$ cat config.mk
export PLATFORM = sky130hd
export DESIGN_NAME = palette_encoder
export DESIGN_NICKNAME = d
export VERILOG_FILES = /design/src/rtl/palette_encoder.sv
export SDC_FILE = /design/constraint.sdc
export NUM_CORES = 1
export LEC_CHECK = 0
export BUFFER_PORTS_ARGS = -buffer_cell sky130_fd_sc_hd__buf_4
export CORE_ASPECT_RATIO = 1.4
export CORE_MARGIN = 4
export CORE_UTILIZATION = 56
export CTS_CLUSTER_SIZE = 16
export DETAILED_ROUTE_END_ITERATION = 7
export PLACE_DENSITY_LB_ADDON = 0.05
export SYNTH_ARGS = -nofsm -noshare
export SYNTH_HDL_FRONTEND = slang
export SYNTH_SLANG_ARGS = --single-unit
export TNS_END_PERCENT = 20
$ cat constraint.sdc
create_clock -name clk -period 9.48 [get_ports clk]
set_input_delay 1.896 -clock clk [delete_from_list [all_inputs] [get_ports clk]]
set_output_delay 1.896 -clock clk [all_outputs]
set_load 0.01 [all_outputs]
$ cat src/rtl/palette_encoder.sv
// Nearest-colour encoder: maps a 12-bit RGB pixel to the index of the closest entry
// (minimum sum of absolute differences) in a programmable 16-entry palette.
module palette_encoder #(
  parameter bit EARLY_EXIT = 1'b1
) (
  input  logic        clk,
  input  logic        reset,
  input  logic        in_valid,
  output logic        in_ready,
  input  logic [3:0]  in_red,
  input  logic [3:0]  in_green,
  input  logic [3:0]  in_blue,
  output logic        out_valid,
  input  logic        out_ready,
  output logic [3:0]  out_index,
  output logic        out_exact,
  input  logic        pal_we,
  input  logic [3:0]  pal_addr,
  input  logic [11:0] pal_data,
  output logic        pal_busy
);

  typedef enum logic [1:0] {IDLE, SEARCH, DONE} state_t;

  state_t      state;
  logic [11:0] pal [16];
  logic [11:0] pixel;
  logic [3:0]  k;
  logic [5:0]  best_sad;
  logic [3:0]  best_idx;

  function automatic logic [11:0] default_entry(input logic [3:0] idx);
    case (idx)
      4'd2, 4'd7:       return 12'hAAA;
      4'd3, 4'd4, 4'd8: return 12'hBBB;
      4'd13:            return 12'hCBB;
      default:          return 12'hCCC;
    endcase
  endfunction

  function automatic logic [5:0] absdiff(input logic [3:0] a, input logic [3:0] b);
    return (a >= b) ? {2'b00, a - b} : {2'b00, b - a};
  endfunction

  // NOTE: the palette is a small register file whose reset value is functional
  // (defaults reload on reset), so every entry is reset, unlike a plain RAM.
  always_ff @(posedge clk or posedge reset) begin
    if (reset) begin
      for (int i = 0; i < 16; i++) pal[i] <= default_entry(4'(i));
    end else if (pal_we && state == IDLE) begin
      pal[pal_addr] <= pal_data;
    end
  end

  logic [11:0] entry;
  logic [5:0]  sad;
  logic        better;
  logic [5:0]  nxt_sad;
  logic [3:0]  nxt_idx;
  logic        last;

  assign entry   = pal[k];
  assign sad     = absdiff(pixel[11:8], entry[11:8])
                 + absdiff(pixel[7:4],  entry[7:4])
                 + absdiff(pixel[3:0],  entry[3:0]);
  // Strict less-than: on a tie the earlier (lower) index keeps the win.
  assign better  = sad < best_sad;
  assign nxt_sad = better ? sad : best_sad;
  assign nxt_idx = better ? k   : best_idx;
  assign last    = (k == 4'd15) || (EARLY_EXIT && sad == 6'd0);

  // NOTE: all state below uses non-blocking assignments so every register samples
  // the pre-edge values, independent of statement order.
  always_ff @(posedge clk or posedge reset) begin
    if (reset) begin
      state     <= IDLE;
      in_ready  <= 1'b1;
      out_valid <= 1'b0;
      out_index <= 4'd0;
      out_exact <= 1'b0;
      pal_busy  <= 1'b0;
      pixel     <= 12'd0;
      k         <= 4'd0;
      best_sad  <= 6'd63;
      best_idx  <= 4'd0;
    end else begin
      case (state)
        IDLE: begin
          if (in_valid) begin
            pixel    <= {in_red, in_green, in_blue};
            best_sad <= 6'd63;
            best_idx <= 4'd0;
            k        <= 4'd0;
            in_ready <= 1'b0;
            pal_busy <= 1'b1;
            state    <= SEARCH;
          end
        end
        SEARCH: begin
          best_sad <= nxt_sad;
          best_idx <= nxt_idx;
          k        <= k + 4'd1;
          if (last) begin
            out_valid <= 1'b1;
            out_index <= nxt_idx;
            out_exact <= (nxt_sad == 6'd0);
            state     <= DONE;
          end
        end
        DONE: begin
          if (out_ready) begin
            out_valid <= 1'b0;
            in_ready  <= 1'b1;
            pal_busy  <= 1'b0;
            state     <= IDLE;
          end
        end
        default: state <= IDLE;
      endcase
    end
  end

endmodule

==> run summary, run 1 <==
Counting every net in the synthesized netlist gives 844. The layout overhead on the synthesized area came out at 10.7%. The number of enable-type register cells in the synthesized netlist is 0. The met2 track utilization from global routing is 40.4%. The number of warnings issued by yosys is 0. Synthesis produced a netlist whose cell count is 770. The post-CTS setup buffer count came out at 0. During I/O placement, the number of pins put on the boundary was 41. STA classifies the critical path endpoint as a flip-flop. By count the netlist is led by mux2_2 (195), dfrtp_1 (114), dfstp_2 (114). The clock period could shrink to just over 7 ns. The worst stage delay on the critical path is 0.99 ns. The first-pass detailed-route iteration total came out at 4. The post-cts hold buffer count is 0. The detail route stage leaves a number of antenna-violating nets equal to 0. The run finished with clean final reports. The number of buffer cells added on primary ports is 40.

The global routing usage summed across all routing layers is 23.4%. In this run the number of cells on the critical path is 22. The arrival time of data at the critical path endpoint is 7.49 ns. The slew of the pin with the lowest slew margin came out at 1.10 ns. The clock reaches the later pin of the worst-skew pair after 0.51 ns.

The first-pass GRT wire length is 40800 um. Gates resized during post-CTS repair numbered 0. After global routing, the most crowded layer is met2.

The sum of routed wire length over all layers is 25600 um. The mapped netlist covers roughly 11000 sq um. The max-cap check violation count came out at 0.

The terminus of the critical flop-to-flop path is best_idx[1]$_DFFE_PP0P_. The total count of max-transition violations in the final report was 0. In this run the worst path has a maximum fanout of 43. The beginning of the worst register-to-register path is k[0]$_DFFE_PP0P_. The kind of critical path is reg -> reg. The number of clock sinks came out at 228.

TritonCTS built the clock tree. The worst-case clock skew is 0.00560 ns. Measured against its own limit, the worst slew margin works out to 26.1%. The setup violation total in the final timing report came out at 0.

For this run, the top clock speed supported by timing is 141 MHz. The post-synthesis sequential element count came out at 228. The worst hold slack after final layout came out at around 0.49 ns. The share of the core filled with cells in the final layout came out at 63.5%. The number of DRC markers after the initial detailed-route iteration came out at about 280. The number of nets in the layout is 868. The largest net degree at the start of global routing came out at about 100. The clock input transition at the sequential cells of the worst setup and hold paths is 0.06 ns. Among cell families on the critical path, the largest total delay comes from compound AO/OA/AOI/OAI gates.

Global routing consumed, on the met1 layer, 30.6% of the routing resources. The number of cells on the worst reg-to-reg path is 22. The share of cells above drive strength 1 is 59.1%. The critical path goes through buf_4 -> mux4_2 -> mux4_2 -> ha_1 -> nand2_1 -> nand2_1 -> a21o_1 -> a21oi_1 -> mux2_2 -> fa_1 -> inv_1 -> ha_1 -> inv_1 -> fa_1 -> xnor2_1 -> ha_1 -> a21o_1 -> a21oi_1 -> o21ai_0 -> a21oi_2 -> o21ai_1 -> a22o_1. The initial cell density of the core came out at 57.4%. The worst endpoint required time came out at 9.88 ns.

The tightest min-delay check is of the reg -> reg type. The die width came out at ~130 um. The remaining routing DRC violations is 0. The placed wire-length estimate after detailed placement came out at 16200 um. The part of the Yosys area used for sequential elements is 51.0%. The number of buffer and inverter stages on the critical path came out at 3. Adding up every negative setup slack in the final design gives 0 ns. The reg-to-reg setup timing slack came out at roughly 2.4 ns. The met3 layer usage reported by global route is 3.04%. Tracing the worst setup path back leads to its startpoint at k[0]$_DFFE_PP0P_.

After layout, the worst path uses 74.8% of the clock period. The area of the die is 22900 sq um. The number of antenna violations at the first check in global routing is 0.

The number of cell rows is 61. The CTS buffer count came out at 24. The endpoint of the worst setup timing path is best_idx[1]$_DFFE_PP0P_. Yosys attributes the largest share of cell area to dfstp_2 (26%), dfrtp_1 (25%), mux2_2 (19%), mux4_2 (12%), ha_1 (3.3%). Among the stages of the critical path, the cell type that occurs most often is ha_1. The number of hold violations in the final report came to 0. Clock tree synthesis selected as its root buffer the cell clkbuf_16. The via count of the first global-routing pass came out at 7092. After global routing the overflow that remains totals 0. The global placement routability congestion came out at 0.810.

The proportion of netlist area held by the largest area contributor came out at 26.1%. The overall die height came out at 177 um. The maximum count of clock buffers along a single path came out at 3. The number of antenna repair diodes came out at 0. The routed wire length per instance came out at between 20 and 25 um. The largest individual stage delay along the critical path comes from the cell dfrtp_4. The synthesized area per cell came out at 14.9 sq um. The leading register cell type out of synthesis is dfstp_2. The share of async-settable or async-resettable flops after synthesis came out at 100%. The startpoint kind of the worst setup timing path is a flip-flop. The total number of vias is 6442. The most common cell in the synthesized netlist is mux2_2. The total number of H-tree levels came out at 1. Dividing the detail-routed via count by the number of cells gives 6.05. The cell accounting for the most synthesized area is dfstp_2. Setup repair after global routing left no endpoint under its margin. After floorplanning, the core was sized to cover approximately 20000 sq um. The number of library cell types mapped by synthesis is 42.
how the worst min path moves through the flow:
| stage | from | endpoint | slack (ns) | depth (start not counted) |
|---|---|---|---|---|
| floorplan | best_sad[0]$_DFFE_PP1P_ | best_sad[0]$_DFFE_PP1P_ | 0.46 | 2 |
| global placement | out_valid$_DFFE_PP0P_ | out_valid$_DFFE_PP0P_ | 0.46 | 1 |
| detailed placement | best_sad[0]$_DFFE_PP1P_ | best_sad[0]$_DFFE_PP1P_ | 0.48 | 2 |
| CTS | best_sad[0]$_DFFE_PP1P_ | best_sad[0]$_DFFE_PP1P_ | 0.49 | 2 |
| global route | pal[41]$_DFFE_PP0P_ | pal[41]$_DFFE_PP0P_ | 0.52 | 1 |
| finish | out_valid$_DFFE_PP0P_ | out_valid$_DFFE_PP0P_ | 0.49 | 1 |
worst reg2reg max path: stages, from the launching register on:
cell and delay, ns:
dfrtp_4 0.99, buf_4 0.43, mux4_2 0.54, mux4_2 0.53, ha_1 0.33, nand2_1 0.07, nand2_1 0.05, a21o_1 0.17
a21oi_1 0.30, mux2_2 0.40, fa_1 0.47, inv_1 0.08, ha_1 0.17, inv_1 0.06, fa_1 0.40, xnor2_1 0.29
ha_1 0.32, a21o_1 0.17, a21oi_1 0.13, o21ai_0 0.12, a21oi_2 0.40, o21ai_1 0.32, a22o_1 0.27
sequential cells by signal, indices dropped and copies added (netlist names):
name	count
out_valid	1
pixel	12
out_exact	1
pal_busy	1
state	2
k	4
best_idx	4
best_sad	6
pal	192
out_index	4
in_ready	1
layer usage:
| layer | wire [um] | vias to the layer above |
|---|---|---|
| met5 | 0 | - |
| met4 | 827 | 0 |
| met3 | 949 | 51 |
| met2 | 13200 | 127 |
| met1 | 10600 | 3432 |
| li1 | - | 2832 |
metrics by stage:
step | std cells | instance area [sq um] | worst slack, ns
2_1_floorplan | 770 | 11500 | 1.52
3_3_place_gp | 1020 | 11900 | 2.48
3_5_place_dp | 1020 | 11900 | 2.35
4_1_cts | 1064 | 12700 | 2.29
5_1_grt | 1064 | 12700 | 1.79
6_report | 1064 | 12700 | 2.39
placed cells by master, fill, tap and decap left out, types with 4 or more instances in the layout:
cell,count
buf_4,47
clkinv_2,5
fa_1,11
nand2_1,16
a22o_1,4
mux2_2,195
inv_1,46
clkbuf_1,7
clkbuf_16,26
a21o_1,13
mux4_2,60
a2bb2oi_1,4
ha_1,30
xor2_1,6
mux2_4,10
a21oi_1,22
dfstp_2,114
nor2_1,9
dfrtp_1,112
mux2i_1,12
nand3_1,12
o21ai_0,8
cell families after synthesis:
group                      share of synthesized area, %
AOI/OAI and AO/OA                                  3.16
xor gates and xnor gates                          0.611
and+or+nand+nor                                    2.90
buffers and inverters                              3.75
adders and majority gates                          5.19
muxes                                              33.4
DFF                                                51.0
area by class of cell:
type / count / area (sq um)
repair buffers: 47 / 353
fillers: 1462 / 7300
multi-input cells: 446 / 5200
clock buffers: 36 / 718
flip-flops and latches: 228 / 5850
well taps: 252 / 315
inverters: 47 / 184
clock inverters: 8 / 71.3
Power of run 1 is not shown: default switching activity piles up to over one toggle a cycle in this logic, so the estimate is an artifact.
==> inputs of run 2 (changes only) <==
==> constraint.sdc (replaced) <==
create_clock -name clk -period 6.21 [get_ports clk]
set_input_delay 1.242 -clock clk [delete_from_list [all_inputs] [get_ports clk]]
set_output_delay 1.242 -clock clk [all_outputs]
set_load 0.01 [all_outputs]
==> run 2 against run 1 <==
Design area grew 2.3%; die area did not move; final cell count is 1.4% higher; clock skew up 0.0033 ns; register-to-register slack lost 2.2 ns; worst hold slack improved by 0.0011 ns; fmax is 18% higher; worst setup slack got worse by 2.2 ns; global-route usage rose by 0.47 points; utilization grew 1.5 points; count of clock-buffer cells in the layout increased by 1; routed wire length is 2.1% higher.
==> run summary, run 2 (synthesized netlist as in run 1, its figures left out) <==
The CTS buffer count is 24 (unchanged). The worst max-slew margin expressed relative to the limit came out at 24.1% (was 26.1%). The flip-flop count of the largest register after layout came to 192 (unchanged). The worst endpoint required time came out at 6.61 ns (was 9.88 ns). The maximum fanout along the worst path was 12 (was 43). The leading cell type in the layout, fill and taps excluded is mux2_2 (unchanged).

The origin of the worst setup path is k[0]$_DFFE_PP0P_ (unchanged). The overall die height is 177 um (unchanged). The master cell of the clock root buffer is clkbuf_16 (unchanged).

The number of DRC markers after the initial detailed-route iteration is 419 (was 275). The terminus of the critical flop-to-flop path is out_index[2]$_DFFE_PP0P_ (was best_idx[1]$_DFFE_PP0P_). The final design instance area without fill was 13000 sq um (was 12700 sq um). The placeable core area was 20000 sq um (unchanged). The startpoint kind of the worst setup timing path is a flip-flop (unchanged).

The layout overhead on the synthesized area came out at 13.3% (was 10.7%). The largest net degree at the start of global routing is 164 (was 103). The beginning of the worst register-to-register path is k[0]$_DFFE_PP0P_ (unchanged). The setup violation total in the final timing report is 0 (unchanged).

The type of the most critical hold path is reg -> reg (unchanged). The routed wire length per instance came out at 24.2 um (was 24.0 um). The worst-case clock skew came to 0.00886 ns (was 0.00560 ns).

The total number of H-tree levels came out at 1 (unchanged). The first-pass GRT wire length came out at 41600 um (was 40800 um). The sum of routed wire length over all layers came out at 26100 um (was 25600 um).

The reg-to-reg setup timing slack came out at 0.22 ns (was 2.39 ns). The maximum count of clock buffers along a single path is 3 (unchanged). The clock input transition at the sequential cells of the worst setup and hold paths is 0.06 ns (about the same). Biggest registers after layout: pal x192, pixel x12, best_sad x6 (unchanged). The share of cells above drive strength 1 is 60.6% (was 59.1%). The cell area after placement came out at 12100 sq um (was 11900 sq um). The clock tree from TritonCTS was yes (unchanged). The average via count per standard cell came out at 6.01 (was 6.05). The global routing usage summed across all routing layers came out at 23.9% (was 23.4%). The slew of the pin with the lowest slew margin came out at 1.13 ns (was 1.10 ns).

The kind of end point of the critical path is a flip-flop (unchanged). Outcome: finished clean (unchanged). The remaining global-route overflow was 0 (unchanged). The register with the highest flop count is pal (unchanged). The number of antenna repair diodes was 0 (unchanged). The area of the die is 22900 sq um (unchanged). The peak clock frequency supported by timing is 167 MHz (was 141 MHz). The number of hold violations in the final report is 0 (unchanged). The total number of vias is 6485 (was 6442). The arrival time of data at the critical path endpoint came out at 6.39 ns (was 7.49 ns).

The global placement routability congestion is 0.843 (was 0.810). The depth of the most critical reg-to-reg path is 20 (was 22). The boundary pin count is 41 (unchanged). The number of nets with antenna violations after detailed routing is 0 (unchanged). The endpoint of the worst setup timing path was out_index[2]$_DFFE_PP0P_ (was best_idx[1]$_DFFE_PP0P_).

The final period demand of the worst path came out at 5.99 ns (was 7.09 ns). The max-cap check violation count came out at 0 (unchanged). The via count of the first global-routing pass came out at 7262 (was 7092). The number of buffer cells added on primary ports was 40 (unchanged). The part of the cycle the worst path needs is 96.4% (was 74.8%). The number of antenna violations at the first check in global routing came out at 0 (unchanged). The total count of max-transition violations in the final report is 0 (unchanged). The kind of critical path is reg -> reg (unchanged). The remaining routing DRC violations came out at 0 (unchanged). Most frequent cells in the layout: mux2_2 (195), dfstp_2 (114), dfrtp_1 (112), mux4_2 (60), buf_4 (54) (was mux2_2 (195), dfstp_2 (114), dfrtp_1 (112), mux4_2 (60), buf_4 (47)). The number of clock sinks is 228 (unchanged).

The number of cell rows is 61 (unchanged). The number of nets in the layout is 883 (was 868). The insertion delay of the later-clocked pin in the worst-skew pair is 0.52 ns (was 0.51 ns). The first-pass detailed-route iteration total came to 4 (unchanged). The placed wire-length estimate after detailed placement came to 16800 um (was 16200 um). The die width came out at 129 um (unchanged). The initial cell density of the core came out at 57.4% (unchanged).
run 2: critical path: stages (launching register included):
cell,delay [ns]
dfrtp_4,0.48
buf_12,0.18
mux4_2,0.51
mux4_2,0.59
ha_1,0.37
a21o_1,0.17
a21o_1,0.21
a21oi_4,0.21
mux2i_1,0.29
xor2_1,0.21
fa_1,0.48
fa_1,0.51
xnor2_2,0.25
ha_1,0.28
a21o_1,0.16
a21oi_1,0.12
o21ai_0,0.12
a21oi_2,0.25
buf_4,0.20
mux2i_1,0.19
a21oi_1,0.08
run 2: through the flow:
| stage | setup slack, ns | utilization [%] | setup TNS, ns | hold slack (ns) | instances |
|---|---|---|---|---|---|
| 2_1_floorplan | 0.308 | - | 0 | 0.461 | 770 |
| 3_3_place_gp | 0.0854 | 60.3 | 0 | 0.464 | 1029 |
| 3_5_place_dp | -0.0370 | 60.3 | -0.221 | 0.483 | 1029 |
| 4_1_cts | 0.0113 | 64.5 | 0 | 0.497 | 1073 |
| 5_1_grt | -0.0224 | 65.0 | -0.0332 | 0.506 | 1079 |
| 6_report | 0.223 | 65.0 | 0 | 0.496 | 1079 |
run 2: worst min path at each step:
stage	to	startpoint	slack, ns	cells after the start
after floorplan	best_sad[0]$_DFFE_PP1P_	best_sad[0]$_DFFE_PP1P_	0.46	2
after global placement	out_valid$_DFFE_PP0P_	out_valid$_DFFE_PP0P_	0.46	1
after detailed placement	out_valid$_DFFE_PP0P_	out_valid$_DFFE_PP0P_	0.48	1
after CTS	out_valid$_DFFE_PP0P_	out_valid$_DFFE_PP0P_	0.50	1
after global routing	out_valid$_DFFE_PP0P_	out_valid$_DFFE_PP0P_	0.51	1
final	out_valid$_DFFE_PP0P_	out_valid$_DFFE_PP0P_	0.50	1
run 2: layout make-up:
cell class | count | area (sq um)
Tap cell | 252 | 315
Clock inverter | 7 | 88.8
Clock buffer | 37 | 731
Inverter | 47 | 180
Timing Repair Buffer | 62 | 578
Fill cell | 1420 | 7000
Sequential cell | 228 | 5850
Multi-Input combinational cell | 446 | 5250
run 2: layer usage:
| layer | global-route usage [%] | routed length, um | vias to the layer above |
|---|---|---|---|
| li1 | - | - | 2875 |
| met1 | 31.1 | 10500 | 3446 |
| met3 | 2.68 | 1050 | 44 |
| met5 | 0 | 0 | - |
| met2 | 42.1 | 13900 | 120 |
| met4 | 7.36 | 767 | 0 |
run 2: repair_timing:
item,CTS,global route
hold buffers,0,0
endpoints found under the hold margin,0,0
cloned,0,1
resized for setup,2,8
buffers inserted,0,5
pin swaps,0,4
endpoints found under the setup margin,9,15
Power of run 2 is left out for the same reason.
==> inputs of run 3 (changes only) <==
--- a/config.mk
+++ b/config.mk
@@ -9,6 +9,7 @@
 export CORE_ASPECT_RATIO = 1.4
 export CORE_MARGIN = 4
 export CORE_UTILIZATION = 56
+export CTS_BUF_LIST = sky130_fd_sc_hd__clkbuf_8 sky130_fd_sc_hd__clkbuf_16
 export CTS_CLUSTER_SIZE = 16
 export DETAILED_ROUTE_END_ITERATION = 7
 export PLACE_DENSITY_LB_ADDON = 0.05
==> run 3 against run 2 <==
First-iteration DRC count fell by 1.2%; count of clock-buffer cells in the layout fell by 6; via count barely moved; highest routed layer unchanged; die area did not move; design area did not move; clock skew barely moved; worst setup slack improved by 0.0012 ns; critical endpoint unchanged; critical path type unchanged.
==> run summary, run 3 (synthesized netlist as in run 1, its figures left out) <==
The post-cts hold buffer count was 0 (unchanged). The number of buffer cells added on primary ports came out at 40 (unchanged). The total count of max-transition violations in the final report is 0 (unchanged). The die width came out at 129 um (unchanged). The area of the die came out at 22900 sq um (unchanged).

The number of cell rows came to 61 (unchanged). The clock input transition at the sequential cells of the worst setup and hold paths is 0.06 ns (about the same). The maximum fanout along the worst path came out at 12 (unchanged).

The arrival time of data at the critical path endpoint is 6.39 ns (about the same). The first-pass GRT wire length came out at 41600 um (unchanged). The remaining global-route overflow came out at 0 (unchanged). The overall die height is 177 um (unchanged).

The total number of vias is 6486 (was 6485). The non-filler instance count after layout came out at 1079 (unchanged). The start point of the worst min-delay path is out_valid$_DFFE_PP0P_ (unchanged). The part of the cycle the worst path needs is 96.4% (about the same).

The clock tree from TritonCTS is yes (unchanged). The layout overhead on the synthesized area came to 13.3% (unchanged). The worst endpoint required time came out at 6.61 ns (about the same).

The origin of the worst setup path is k[0]$_DFFE_PP0P_ (unchanged). The boundary pin count is 41 (unchanged). The placeable core area came out at 20000 sq um (unchanged). The largest net degree at the start of global routing is 164 (unchanged).

The cell at the slowest stage of the critical path is mux4_2 (unchanged). The average via count per standard cell came out at 6.01 (about the same). The first-pass detailed-route iteration total was 4 (unchanged). The worst hold slack after final layout came to 0.496 ns (about the same). The global placement routability congestion came out at 0.843 (unchanged). The worst-case clock skew came out at 0.00886 ns (about the same). The flip-flop count of the largest register after layout is 192 (unchanged). The CTS buffer count came out at 24 (unchanged). The insertion delay of the later-clocked pin in the worst-skew pair came out at 0.52 ns (about the same).

The global routing usage summed across all routing layers is 23.9% (unchanged). The most prevalent standard cell on the critical path is a21o_1 (unchanged). The master cell of the clock root buffer was clkbuf_16 (unchanged). Most frequent cells in the layout: mux2_2 (195), dfstp_2 (114), dfrtp_1 (112), mux4_2 (60), buf_4 (54) (unchanged). The register with the highest flop count was pal (unchanged). The number of nets in the layout came out at 883 (unchanged). The worst max-slew margin expressed relative to the limit is 24.0% (was 24.1%). The final period demand of the worst path came out at 5.99 ns (about the same). The kind of critical path is reg -> reg (unchanged).

The maximum count of clock buffers along a single path came to 3 (unchanged). The slew of the pin with the lowest slew margin came to 1.13 ns (about the same). The number of antenna repair diodes is 0 (unchanged). The beginning of the worst register-to-register path is k[0]$_DFFE_PP0P_ (unchanged). The placed cell count was 1029 (unchanged). The type of the most critical hold path was reg -> reg (unchanged). The critical path's top delay family is adder cells (unchanged).

The number of buffer and inverter stages on the critical path came to 2 (unchanged). The peak clock frequency supported by timing came out at 167 MHz (about the same). The setup violation total in the final timing report is 0 (unchanged). The kind of end point of the critical path was a flip-flop (unchanged).

The sum of routed wire length over all layers came to 26100 um (about the same). The number of DRC markers after the initial detailed-route iteration was 414 (was 419). The number of hold violations in the final report came out at 0 (unchanged).

The via count of the first global-routing pass came out at 7262 (unchanged). The remaining routing DRC violations came to 0 (unchanged). The max-cap check violation count is 0 (unchanged). The number of antenna violations at the first check in global routing came out at 0 (unchanged). CP Cell Sequence: buf_12 -> mux4_2 -> mux4_2 -> ha_1 -> a21o_1 -> a21o_1 -> a21oi_4 -> mux2i_1 -> xor2_1 -> fa_1 -> fa_1 -> xnor2_2 -> ha_1 -> a21o_1 -> a21oi_1 -> o21ai_0 -> a21oi_2 -> buf_4 -> mux2i_1 -> a21oi_1 (unchanged). The number of clock sinks came out at 228 (unchanged).

The placed wire-length estimate after detailed placement was 16800 um (unchanged). The startpoint kind of the worst setup timing path is a flip-flop (unchanged). The leading cell type in the layout, fill and taps excluded is mux2_2 (unchanged). The total number of H-tree levels came out at 1 (unchanged). The initial cell density of the core is 57.4% (unchanged).

Biggest registers after layout: pal x192, pixel x12, best_sad x6 (unchanged). The worst stage delay on the critical path is 0.59 ns (about the same). The number of nets with antenna violations after detailed routing came out at 0 (unchanged). Outcome: finished clean (unchanged). The share of cells above drive strength 1 came out at 60.6% (unchanged). The routed wire length per instance came out at 24.2 um (about the same). The number of inserted filler cells in the final layout is 1420 (unchanged).
[run 3: cell types whose count changed in the layout (fill, tap and decap cells not counted)]
cell	previous run	this run
clkbuf_1	6	0
inv_1	46	52
[run 3: worst reg2reg max path: cells and delay by family, from the launching register on]
kind,cells,cell delay [ns]
mux,4,1.59
fa+ha+maj,4,1.64
xor+xnor,2,0.46
buf+inv,2,0.38
compound gates,8,1.32
flops,1,0.48
[run 3: worst paths after layout]
| kind | to | slack, ns | depth (start not counted) |
|---|---|---|---|
| min in group asynchronous | out_index[1]$_DFFE_PP0P_ | 0.65 | 2 |
| min | out_valid$_DFFE_PP0P_ | 0.50 | 1 |
| max reg2reg | out_index[2]$_DFFE_PP0P_ | 0.22 | 20 |
| max in group asynchronous | k[0]$_DFFE_PP0P_ | 4.28 | 3 |
| max | out_index[2]$_DFFE_PP0P_ | 0.22 | 20 |
| min reg2reg | out_valid$_DFFE_PP0P_ | 0.50 | 1 |
[run 3: timing repair]
item | in CTS | in global routing
pin swaps | 0 | 4
gates cloned | 0 | 1
setup buffers | 0 | 5
setup endpoints to repair | 9 | 15
resized for setup | 2 | 8
[run 3: per-stage QoR]
step	TNS [ns]	util (%)	worst slack (ns)	cell area (sq um)
detailed placement	-0.221	60.3	-0.0370	12100
global route	-0.0329	65.0	-0.0223	13000
global placement	0	60.3	0.0854	12100
floorplan	0	-	0.308	11500
finish	0	65.0	0.224	13000
CTS	0	64.5	0.0114	12900
[run 3: cell type report]
class | instances | area [sq um] | share of cell area [%]
Tap cell | 252 | 315 | 2.43
Sequential cell | 228 | 5850 | 45.0
Timing Repair Buffer | 62 | 578 | 4.45
Clock inverter | 13 | 111 | 0.857
Inverter | 47 | 180 | 1.39
Multi-Input combinational cell | 446 | 5250 | 40.4
Clock buffer | 31 | 708 | 5.45
[run 3: routing by layer]
layer | GRT usage (%) | wire, um
met1 | 31.1 | 10500
met2 | 42.1 | 13900
met3 | 2.68 | 1040
met4 | 7.36 | 767
met5 | 0 | 0
Power of run 3 is left out for the same reason.
